==> config.mk <==
export PLATFORM = sky130hd
export DESIGN_NAME = mem_stage
export DESIGN_NICKNAME = d
export VERILOG_FILES = /design/src/rtl/mem_stage.sv
export SDC_FILE = /design/constraint.sdc
export NUM_CORES = 1
export LEC_CHECK = 0
export BUFFER_PORTS_ARGS = -buffer_cell sky130_fd_sc_hd__buf_2
export CAP_MARGIN = 40
export CORE_AREA = 2 2 287 289
export DETAILED_ROUTE_END_ITERATION = 6
export DIE_AREA = 0 0 289 291
export PLACE_DENSITY = 0.48
export SLEW_MARGIN = 20
export SYNTH_ARGS = -nofsm -noshare
export SYNTH_HDL_FRONTEND = slang
export SYNTH_SLANG_ARGS = --single-unit
==> constraint.sdc <==
create_clock -name i_clk -period 2.5 [get_ports i_clk]
set_input_delay 0.5 -clock i_clk [delete_from_list [all_inputs] [get_ports i_clk]]
set_output_delay 0.5 -clock i_clk [all_outputs]
set_load 0.03 [all_outputs]
==> src/rtl/mem_stage.sv <==
// RV64I memory-access stage: drives the data RAM port, aligns/extends load data and holds one
// registered result for WB. Define MEM_MISALIGN_CHK_EN to trap misaligned accesses.
module mem_stage #(
    parameter int unsigned RAM_LAT = 1
) (
    input  logic        i_clk,
    input  logic        i_rst_n,
    input  logic        i_ex_valid,
    output logic        o_ex_ready,
    input  logic [63:0] i_ex_pc,
    input  logic [31:0] i_ex_inst,
    input  logic [63:0] i_ex_alu_res,
    input  logic [63:0] i_ex_store_data,
    input  logic        i_ex_mem_rd,
    input  logic        i_ex_mem_wr,
    input  logic [2:0]  i_ex_funct3,
    input  logic        i_ex_rd_en,
    input  logic [4:0]  i_ex_rd_addr,
    output logic        o_wb_valid,
    input  logic        i_wb_ready,
    output logic [63:0] o_wb_pc,
    output logic [31:0] o_wb_inst,
    output logic [63:0] o_wb_data,
    output logic        o_wb_rd_en,
    output logic [4:0]  o_wb_rd_addr,
    output logic        o_wb_misalign,
    output logic        o_ram_rd_en,
    output logic [63:0] o_ram_rd_addr,
    input  logic [63:0] i_ram_rd_data,
    output logic        o_ram_wr_en,
    output logic [63:0] o_ram_wr_addr,
    output logic [63:0] o_ram_wr_mask,
    output logic [63:0] o_ram_wr_data
);

    localparam logic [1:0] StIdle   = 2'd0;
    localparam logic [1:0] StRdWait = 2'd1;
    localparam logic [1:0] StHold   = 2'd2;
    localparam logic [2:0] LatInit  = 3'(RAM_LAT);

    logic [1:0]  r_state;
    logic [2:0]  r_cnt;
    logic [63:0] r_pc;
    logic [31:0] r_inst;
    logic [63:0] r_data;
    logic        r_rd_en;
    logic [4:0]  r_rd_addr;
    logic [5:0]  r_ld_sh;
    logic [2:0]  r_ld_f3;
    logic        r_ram_rd_en;
    logic [63:0] r_ram_rd_addr;
    logic        r_ram_wr_en;
    logic [63:0] r_ram_wr_addr;
    logic [63:0] r_ram_wr_mask;
    logic [63:0] r_ram_wr_data;

    logic [2:0]  w_off;
    logic [5:0]  w_sh;
    logic [63:0] w_addr;
    logic        w_is_ld;
    logic        w_is_st;
    logic        w_misalign;
    logic        w_ex_ready;
    logic        w_accept;
    logic [63:0] w_st_mask;
    logic [63:0] w_ld_shift;
    logic [63:0] w_ld_ext;

    assign w_off   = i_ex_alu_res[2:0];
    assign w_sh    = {w_off, 3'b000};
    assign w_addr  = {i_ex_alu_res[63:3], 3'b000};
    assign w_is_ld = i_ex_mem_rd;
    assign w_is_st = i_ex_mem_wr & ~i_ex_mem_rd;

    // Gated by reset so every output reads 0 while reset is asserted.
    assign w_ex_ready = i_rst_n & ((r_state == StIdle) | ((r_state == StHold) & i_wb_ready));
    assign w_accept   = i_ex_valid & w_ex_ready;

`ifdef MEM_MISALIGN_CHK_EN
    always_comb begin
        w_misalign = 1'b0;
        if (w_is_ld | w_is_st) begin
            case (i_ex_funct3[1:0])
                2'b01:   w_misalign = w_off[0];
                2'b10:   w_misalign = |w_off[1:0];
                2'b11:   w_misalign = |w_off;
                default: w_misalign = 1'b0;
            endcase
        end
    end
`else
    assign w_misalign = 1'b0;
`endif

    // Lanes shifted beyond byte 7 fall off the top of the 64-bit mask.
    always_comb begin
        w_st_mask = '1;
        case (i_ex_funct3[1:0])
            2'b00:   w_st_mask = 64'h0000_0000_0000_00FF << w_sh;
            2'b01:   w_st_mask = 64'h0000_0000_0000_FFFF << w_sh;
            2'b10:   w_st_mask = 64'h0000_0000_FFFF_FFFF << w_sh;
            default: w_st_mask = '1;
        endcase
    end

    assign w_ld_shift = i_ram_rd_data >> r_ld_sh;

    always_comb begin
        w_ld_ext = w_ld_shift;
        case (r_ld_f3)
            3'b000:  w_ld_ext = {{56{w_ld_shift[7]}}, w_ld_shift[7:0]};
            3'b001:  w_ld_ext = {{48{w_ld_shift[15]}}, w_ld_shift[15:0]};
            3'b010:  w_ld_ext = {{32{w_ld_shift[31]}}, w_ld_shift[31:0]};
            3'b100:  w_ld_ext = {56'd0, w_ld_shift[7:0]};
            3'b101:  w_ld_ext = {48'd0, w_ld_shift[15:0]};
            3'b110:  w_ld_ext = {32'd0, w_ld_shift[31:0]};
            default: w_ld_ext = w_ld_shift;
        endcase
    end

    always_ff @(posedge i_clk or negedge i_rst_n) begin
        if (!i_rst_n) begin
            r_state       <= StIdle;
            r_cnt         <= '0;
            r_pc          <= '0;
            r_inst        <= '0;
            r_data        <= '0;
            r_rd_en       <= 1'b0;
            r_rd_addr     <= '0;
            r_ld_sh       <= '0;
            r_ld_f3       <= '0;
            r_ram_rd_en   <= 1'b0;
            r_ram_rd_addr <= '0;
            r_ram_wr_en   <= 1'b0;
            r_ram_wr_addr <= '0;
            r_ram_wr_mask <= '0;
            r_ram_wr_data <= '0;
        end else begin
            r_ram_rd_en <= 1'b0;
            r_ram_wr_en <= 1'b0;
            if (w_accept) begin
                r_pc      <= i_ex_pc;
                r_inst    <= i_ex_inst;
                r_rd_addr <= i_ex_rd_addr;
                r_data    <= i_ex_alu_res;
                if (w_is_ld && !w_misalign) begin
                    r_ram_rd_en   <= 1'b1;
                    r_ram_rd_addr <= w_addr;
                    r_ld_sh       <= w_sh;
                    r_ld_f3       <= i_ex_funct3;
                    r_cnt         <= LatInit;
                    r_rd_en       <= i_ex_rd_en;
                    r_state       <= StRdWait;
                end else begin
                    r_rd_en <= i_ex_rd_en & ~w_is_st & ~w_misalign;
                    r_state <= StHold;
                    if (w_is_st && !w_misalign) begin
                        r_ram_wr_en   <= 1'b1;
                        r_ram_wr_addr <= w_addr;
                        r_ram_wr_mask <= w_st_mask;
                        r_ram_wr_data <= i_ex_store_data << w_sh;
                    end
                end
            end else if (r_state == StRdWait) begin
                // Count reaches 0 in the cycle RAM_LAT after the read strobe.
                if (r_cnt == 3'd0) begin
                    r_data  <= w_ld_ext;
                    r_state <= StHold;
                end else begin
                    r_cnt <= r_cnt - 3'd1;
                end
            end else if ((r_state == StHold) && i_wb_ready) begin
                r_state <= StIdle;
            end
        end
    end

`ifdef MEM_MISALIGN_CHK_EN
    logic r_misalign;

    always_ff @(posedge i_clk or negedge i_rst_n) begin
        if (!i_rst_n) begin
            r_misalign <= 1'b0;
        end else if (w_accept) begin
            r_misalign <= w_misalign;
        end
    end

    assign o_wb_misalign = r_misalign;
`else
    assign o_wb_misalign = 1'b0;
`endif

    assign o_ex_ready    = w_ex_ready;
    assign o_wb_valid    = (r_state == StHold);
    assign o_wb_pc       = r_pc;
    assign o_wb_inst     = r_inst;
    assign o_wb_data     = r_data;
    assign o_wb_rd_en    = r_rd_en;
    assign o_wb_rd_addr  = r_rd_addr;
    assign o_ram_rd_en   = r_ram_rd_en;
    assign o_ram_rd_addr = r_ram_rd_addr;
    assign o_ram_wr_en   = r_ram_wr_en;
    assign o_ram_wr_addr = r_ram_wr_addr;
    assign o_ram_wr_mask = r_ram_wr_mask;
    assign o_ram_wr_data = r_ram_wr_data;

endmodule

==> flow_metrics.py, run 1 <==
metrics = {
    "worst_setup_path": {
        "worstPathRequired_ps": 2960,
        "critPathSlowestCell": "mux4_2",
        "crit_family": "multiplexers",
        "r2r_end": "o_wb_data[2]",
        "critical_path_class": "flip-flop to flip-flop",
        "critPathMaxFanout": 20,
        "rrSetupSlack_ps": 160,
        "worstReg2RegStart": "r_ld_sh[4]",
        "crit_arrival_ps": 2800,
        "critPathBufInv": 3,
        "end_kind": "flip-flop",
        "cp_cell_sequence": "buf_12 > mux4_2 > mux2i_1 > buf_4 > nand2_1 > buf_4 > o21ai_0 > o21ai_0",
        "critPathMaxStageDelay_ps": 510,
        "cp-start-kind": "flip-flop",
        "rr_worst_depth": 8,
    },
    "min_path": {
        "hp-class": "input pin to async pin",
    },
    "outcome": {
        "status": "finished, final reports clean",
    },
    "synth": {
        "yosys_warnings": 0,
        "synth_cell_type_count": 54,
        "netlist_instances": 1878,
        "seq_area_frac_synth_pct": 50.3,
        "synth_flop_cell": "dfrtp_1",
        "synth-edff-count": 0,
        "synth_seq_cells": 373,
        "async_flop_share_pct": 100,
        "synth_area_sq_mm": 0.0186,
        "synth.avg_cell_area_sq_um": 9.89,
    },
    "cells_and_area": {
        "layout-drive-gt1-share_pct": 40.8,
        "layout.nets": 2858,
        "final_util_pct": 30.8,
        "layout_common_cells": "720 x buf_2, 610 x nand2_1, 371 x dfrtp_1",
        "nFillCells": 8634,
        "final_common_cell": "buf_2",
        "area_growth_pct": 34.7,
    },
    "drt": {
        "dr_total_vias": 16700,
        "vias_per_cell": 4.57,
        "first_iter_violations": 946,
        "dr.pass1.iters": 5,
        "wl_per_cell_microns": 22.1,
        "drtAntennaViolNets": 0,
        "drc": 0,
        "routed_wl_microns": 81000,
    },
    "floorplanning": {
        "chipWidth_microns": 289,
        "die_h_microns": 291,
        "die_area_sq_mm": 0.0841,
        "rows": 105,
        "ios": 730,
        "core_area_sq_mm": 0.0812,
        "start_util_pct": 22.9,
    },
    "clocking": {
        "path_clk_slew_ps": 60,
        "cts_tree": "done",
        "clock_latency_ps": 590,
        "clock_sinks": 373,
        "postCtsSetupBuffers": 0,
        "holdBufCountCts": 0,
        "clockBufferDepth": 3,
        "cts_buffers": 49,
        "htree_levels": 2,
        "cts-root-buf": "clkbuf_16",
    },
    "timing": {
        "fin_crit_ps": 2340,
        "fin_skew_ps": 29.0,
        "maxSlewViolCount": 0,
        "rsz0062_at_grt": "no",
        "max_slew_margin_pct": 40.6,
        "setup_viol": 0,
        "setup_tns_ps": 0,
        "worst_pin_slew_ps": 892,
        "final_hold_viol_count": 0,
        "timing.final.crit_share_pct": 93.8,
        "max_freq_mhz": 427,
    },
    "pwr": {
        "peakVddDrop_uv": 818,
        "p_leak_nw": 12.7,
        "p_per_area_mw_per_mm2": 1460,
    },
    "global_routing": {
        "grt-ovfl-total": 0,
        "grt_pass1_vias": 16700,
        "grt_usage_pct": 18.7,
        "antenna_found_initial": 21,
        "grt_pass1_wl_microns": 116000,
        "grt_max_degree": 135,
    },
    "placement": {
        "place.gp.congestion": 0.899,
        "port_buffers": 722,
        "hpwl_microns": 62500,
    },
    "job": {
        "cap_violations": 0,
    },
}
==> how the worst max path moves through the flow <==
| stage | depth (start not counted) | to | start |
|---|---|---|---|
| floorplan | 10 | o_wb_data[27] | r_cnt[0] |
| global placement | 9 | o_wb_data[21] | r_cnt[0] |
| detailed placement | 9 | o_wb_data[21] | r_cnt[0] |
| CTS | 9 | o_wb_data[21] | r_cnt[0] |
| global route | 7 | o_wb_data[3] | r_ld_sh[3] |
| finish | 8 | o_wb_data[2] | r_ld_sh[4] |
==> cells by family after synthesis <==
family	synth area share [%]
adder cells (fa/ha/maj)	0.270
AO/OA/AOI/OAI	11.4
flip-flops	50.3
multiplexers	15.1
other	0.0202
XOR/XNOR	0.0472
AND/OR/NAND/NOR	16.3
buffers and inverters	6.58
==> final cells by class <==
type                       instances  area, sq um  area share [%]
antenna                            9         22.5          0.0901
clock inverter                    17          178           0.711
multi-input combinational       1303         8100            32.4
tap                             1070         1340            5.35
sequential                       373         9340            37.3
timing repair buffer             814         4580            18.3
clock buffer                      68         1410            5.63
inverter                          10         40.0           0.160
==> routing by layer <==
layer	wire, microns	share of wire (%)	up-vias	track usage, %
met5	94	0.12	-	0
met4	2940	3.6	16	6.83
met3	6040	7.5	145	5.02
met2	38800	48	640	31.1
met1	33100	41	8183	23.1
li1	-	-	7752	-
==> synth_stat cells, drive strengths merged, types with 2 or more instances <==
cell type	number	area share (%)
nand2b	20	0.67
a21oi	78	2.1
nand3b	4	0.16
o21ai	52	1.4
a31oi	6	0.20
a22oi	30	1.2
mux2	91	5.5
a211oi	17	0.69
a211o	3	0.14
nand3	18	0.49
o31ai	15	1.0
dfrtp	373	50
clkbuf	44	0.89
o211ai	9	0.36
nor3	7	0.22
buf	154	5.5
or2	3	0.10
nor2b	11	0.37
nor4	3	0.22
inv	9	0.18
a32oi	2	0.094
nand2	612	12
nor2	70	1.4
o221ai	8	0.38
ha	4	0.27
nor3b	3	0.15
mux4	42	5.1
mux2i	83	4.5
a221oi	8	0.41
o21a	17	0.69
o22ai	69	2.4
o2bb2ai	4	0.19
==> timing repair <==
action	CTS	global route
endpoints found under the hold margin	0	0
endpoints found under the setup margin	1	0
resized for setup	1	0
==> power by group <==
group	internal, mW	switching [mW]	leakage [nW]
Combinational	5.85	13.0	7.24
Sequential	8.87	1.75	4.66
Clock	4.13	2.87	0.779
Total	18.9	17.6	12.7
==> worst reg2reg max path: cells and delay by family (launching register included) <==
kind,cells,cell delay (ps)
muxes,2,820
DFF,1,490
buffers and inverters,3,570
and+or+nand+nor,1,70
AOI/OAI and AO/OA,2,270
==> through the flow <==
step                      total power [mW]  cell area (sq um)  cells  hold WS (ps)  worst slack (ps)
after floorplan                       23.3              18600   1884           204               420
after global placement                29.7              23400   3569           446              16.2
after detailed placement              29.8              23400   3570           454              1.36
after CTS                             37.0              25000   3655          18.0               232
after global routing                  38.7              25000   3661          36.5               122
final                                 36.5              25000   3664          17.7               156
==> flip-flops by register name, indices dropped and copies added (netlist names) <==
name,count
o_ram_wr_data,64
r_state,2
o_wb_rd_en,1
o_ram_wr_addr,61
o_wb_rd_addr,5
o_wb_pc,64
o_wb_inst,32
r_ld_sh,3
r_cnt,3
o_wb_data,64
o_ram_rd_addr,61
r_ld_f3,3
o_ram_rd_en,1
o_ram_wr_en,1
o_ram_wr_mask,8
Note: power is estimated with default switching activity, not from simulation.
==> run 2, diff against run 1 <==
Settings changed: CELL_PAD_IN_SITES_DETAIL_PLACEMENT from default to 0, CELL_PAD_IN_SITES_GLOBAL_PLACEMENT from default to 1, PLACE_DENSITY 0.48 to 0.59.
==> flow_metrics.py, run 2 (synthesis gave the netlist of run 1 again) <==
metrics = {
    "min_path": {
        "hp-class": "input pin to flip-flop",
        "hp-start": "i_ex_inst[3]",
    },
    "drt": {
        "drtAntennaViolNets": 0,
        "dr_total_vias": 16900,
        "vias_per_cell": 4.61,
        "routed_wl_microns": 81000,
        "drc": 0,
        "wl_per_cell_microns": 22.1,
        "dr.pass1.iters": 5,
        "first_iter_violations": 942,
    },
    "clocking": {
        "cts_buffers": 48,
        "clock_latency_ps": 600,
        "cts-root-buf": "clkbuf_16",
        "htree_levels": 2,
        "cts_tree": "done",
        "postCtsSetupBuffers": 0,
        "clockBufferDepth": 3,
        "path_clk_slew_ps": 60,
        "clock_sinks": 373,
    },
    "cells_and_area": {
        "nFillCells": 8561,
        "layout.nets": 2864,
        "layout_common_cells": "720 x buf_2, 610 x nand2_1, 371 x dfrtp_1",
        "final_util_pct": 31.0,
        "area_growth_pct": 35.5,
        "final_common_cell": "buf_2",
        "design_area_sq_mm": 0.0252,
        "layout-drive-gt1-share_pct": 41.0,
    },
    "timing": {
        "setup_tns_ps": 0,
        "timing.final.crit_share_pct": 94.0,
        "worst_pin_slew_ps": 820,
        "fin_crit_ps": 2350,
        "max_freq_mhz": 426,
        "final_hold_viol_count": 0,
        "rsz0062_at_grt": "no",
        "maxSlewViolCount": 0,
        "max_slew_margin_pct": 45.3,
        "fin_skew_ps": 20.4,
        "setup_viol": 0,
        "setup_slack_ps": 150,
    },
    "pwr": {
        "power.total_mw": 37.1,
        "peakVddDrop_uv": 747,
        "p_leak_nw": 12.8,
        "p_per_area_mw_per_mm2": 1470,
    },
    "floorplanning": {
        "core_area_sq_mm": 0.0812,
        "die_area_sq_mm": 0.0841,
        "chipWidth_microns": 289,
        "die_h_microns": 291,
        "rows": 105,
        "ios": 730,
        "start_util_pct": 22.9,
    },
    "worst_setup_path": {
        "cp_cell_sequence": "dlygate4sd3_1 > buf_8 > nor3b_2 > buf_4 > buf_2",
        "end_kind": "output pin",
        "critPathBufInv": 4,
        "critPathSlowestCell": "dlygate4sd3_1",
        "cp-start-kind": "input pin",
        "critical_path_class": "input pin to output pin",
        "crit_start": "i_rst_n",
        "crit_arrival_ps": 1850,
        "crit_family": "buffers and inverters",
        "critPathMaxFanout": 16,
        "worstReg2RegStart": "r_cnt[0]",
        "worstPathRequired_ps": 2000,
        "critPathMaxStageDelay_ps": 560,
    },
    "global_routing": {
        "grt_pass1_vias": 17300,
        "grt_usage_pct": 18.7,
        "grt_pass1_wl_microns": 118000,
        "grt-ovfl-total": 0,
        "grt_max_degree": 138,
        "antenna_found_initial": 16,
    },
    "outcome": {
        "status": "finished, final reports clean",
    },
    "job": {
        "cap_violations": 0,
    },
    "placement": {
        "place.gp.congestion": 0.915,
        "port_buffers": 722,
        "placed_cell_area_sq_mm": 0.0234,
        "hpwl_microns": 63200,
        "place_ws_ps": 89.8,
    },
}
## run 2: changes by cell type in the layout (fill, tap and decap cells not counted), moves of 2 or more
cell	before	now
buf_12	21	18
nor3b_1	2	0
clkinv_4	5	1
diode_2	9	5
nor3b_2	0	2
clkinv_2	6	4
buf_4	72	81
bufinv_16	2	8
## run 2: where the power goes
part | total [mW] | switching [mW] | internal (mW)
clock network | 7.59 | 2.83 | 4.76
logic | 18.7 | 12.9 | 5.81
registers | 10.8 | 1.91 | 8.87
total | 37.1 | 17.6 | 19.4
## run 2: path summary, 6_finish.rpt
kind | to | slack [ps] | depth (start not counted)
max in group asynchronous | o_wb_pc[43] | 760 | 4
hold reg to reg | o_ram_wr_data[5] | 470 | 2
hold / removal | o_wb_inst[3] | 90 | 3
min in group asynchronous | r_cnt[0] | 340 | 2
setup / recovery | o_ex_ready | 150 | 5
setup reg to reg | o_wb_data[20] | 180 | 9
## run 2: cell type report
cell class	instances	area, sq um	area share, %
Sequential cell	373	9340	37.1
Multi-Input combinational cell	1303	8100	32.2
Timing Repair Buffer	821	4600	18.3
Clock buffer	68	1420	5.64
Tap cell	1070	1340	5.32
Clock inverter	18	317	1.26
Inverter	10	40.0	0.159
Antenna cell	5	12.5	0.0497
## run 2: per-layer routing
layer	global-route usage, %	part of all wire (%)	up-vias
met4	5.52	2.8	18
met1	22.7	40	8325
li1	-	-	7758
met2	32.5	50	671
met3	4.48	7.1	134
met5	0	0.14	-
## run 2: tightest hold or removal path, cell delays in order
cell and delay, ps:
buf_2 70, nand2_1 40, nand2_1 40
## run 2: timing repair
item,in CTS,in global routing
hold buffers,1,0
hold endpoints to repair,12,0
gates resized for setup,0,1
endpoints found under the setup margin,0,1
## run 2: per-stage QoR
step | hold slack (ps) | instances
floorplan | 204 | 1884
global placement | 366 | 3575
detailed placement | 363 | 3576
CTS | 55.8 | 3663
global route | 84.7 | 3666
finish | 93.6 | 3668
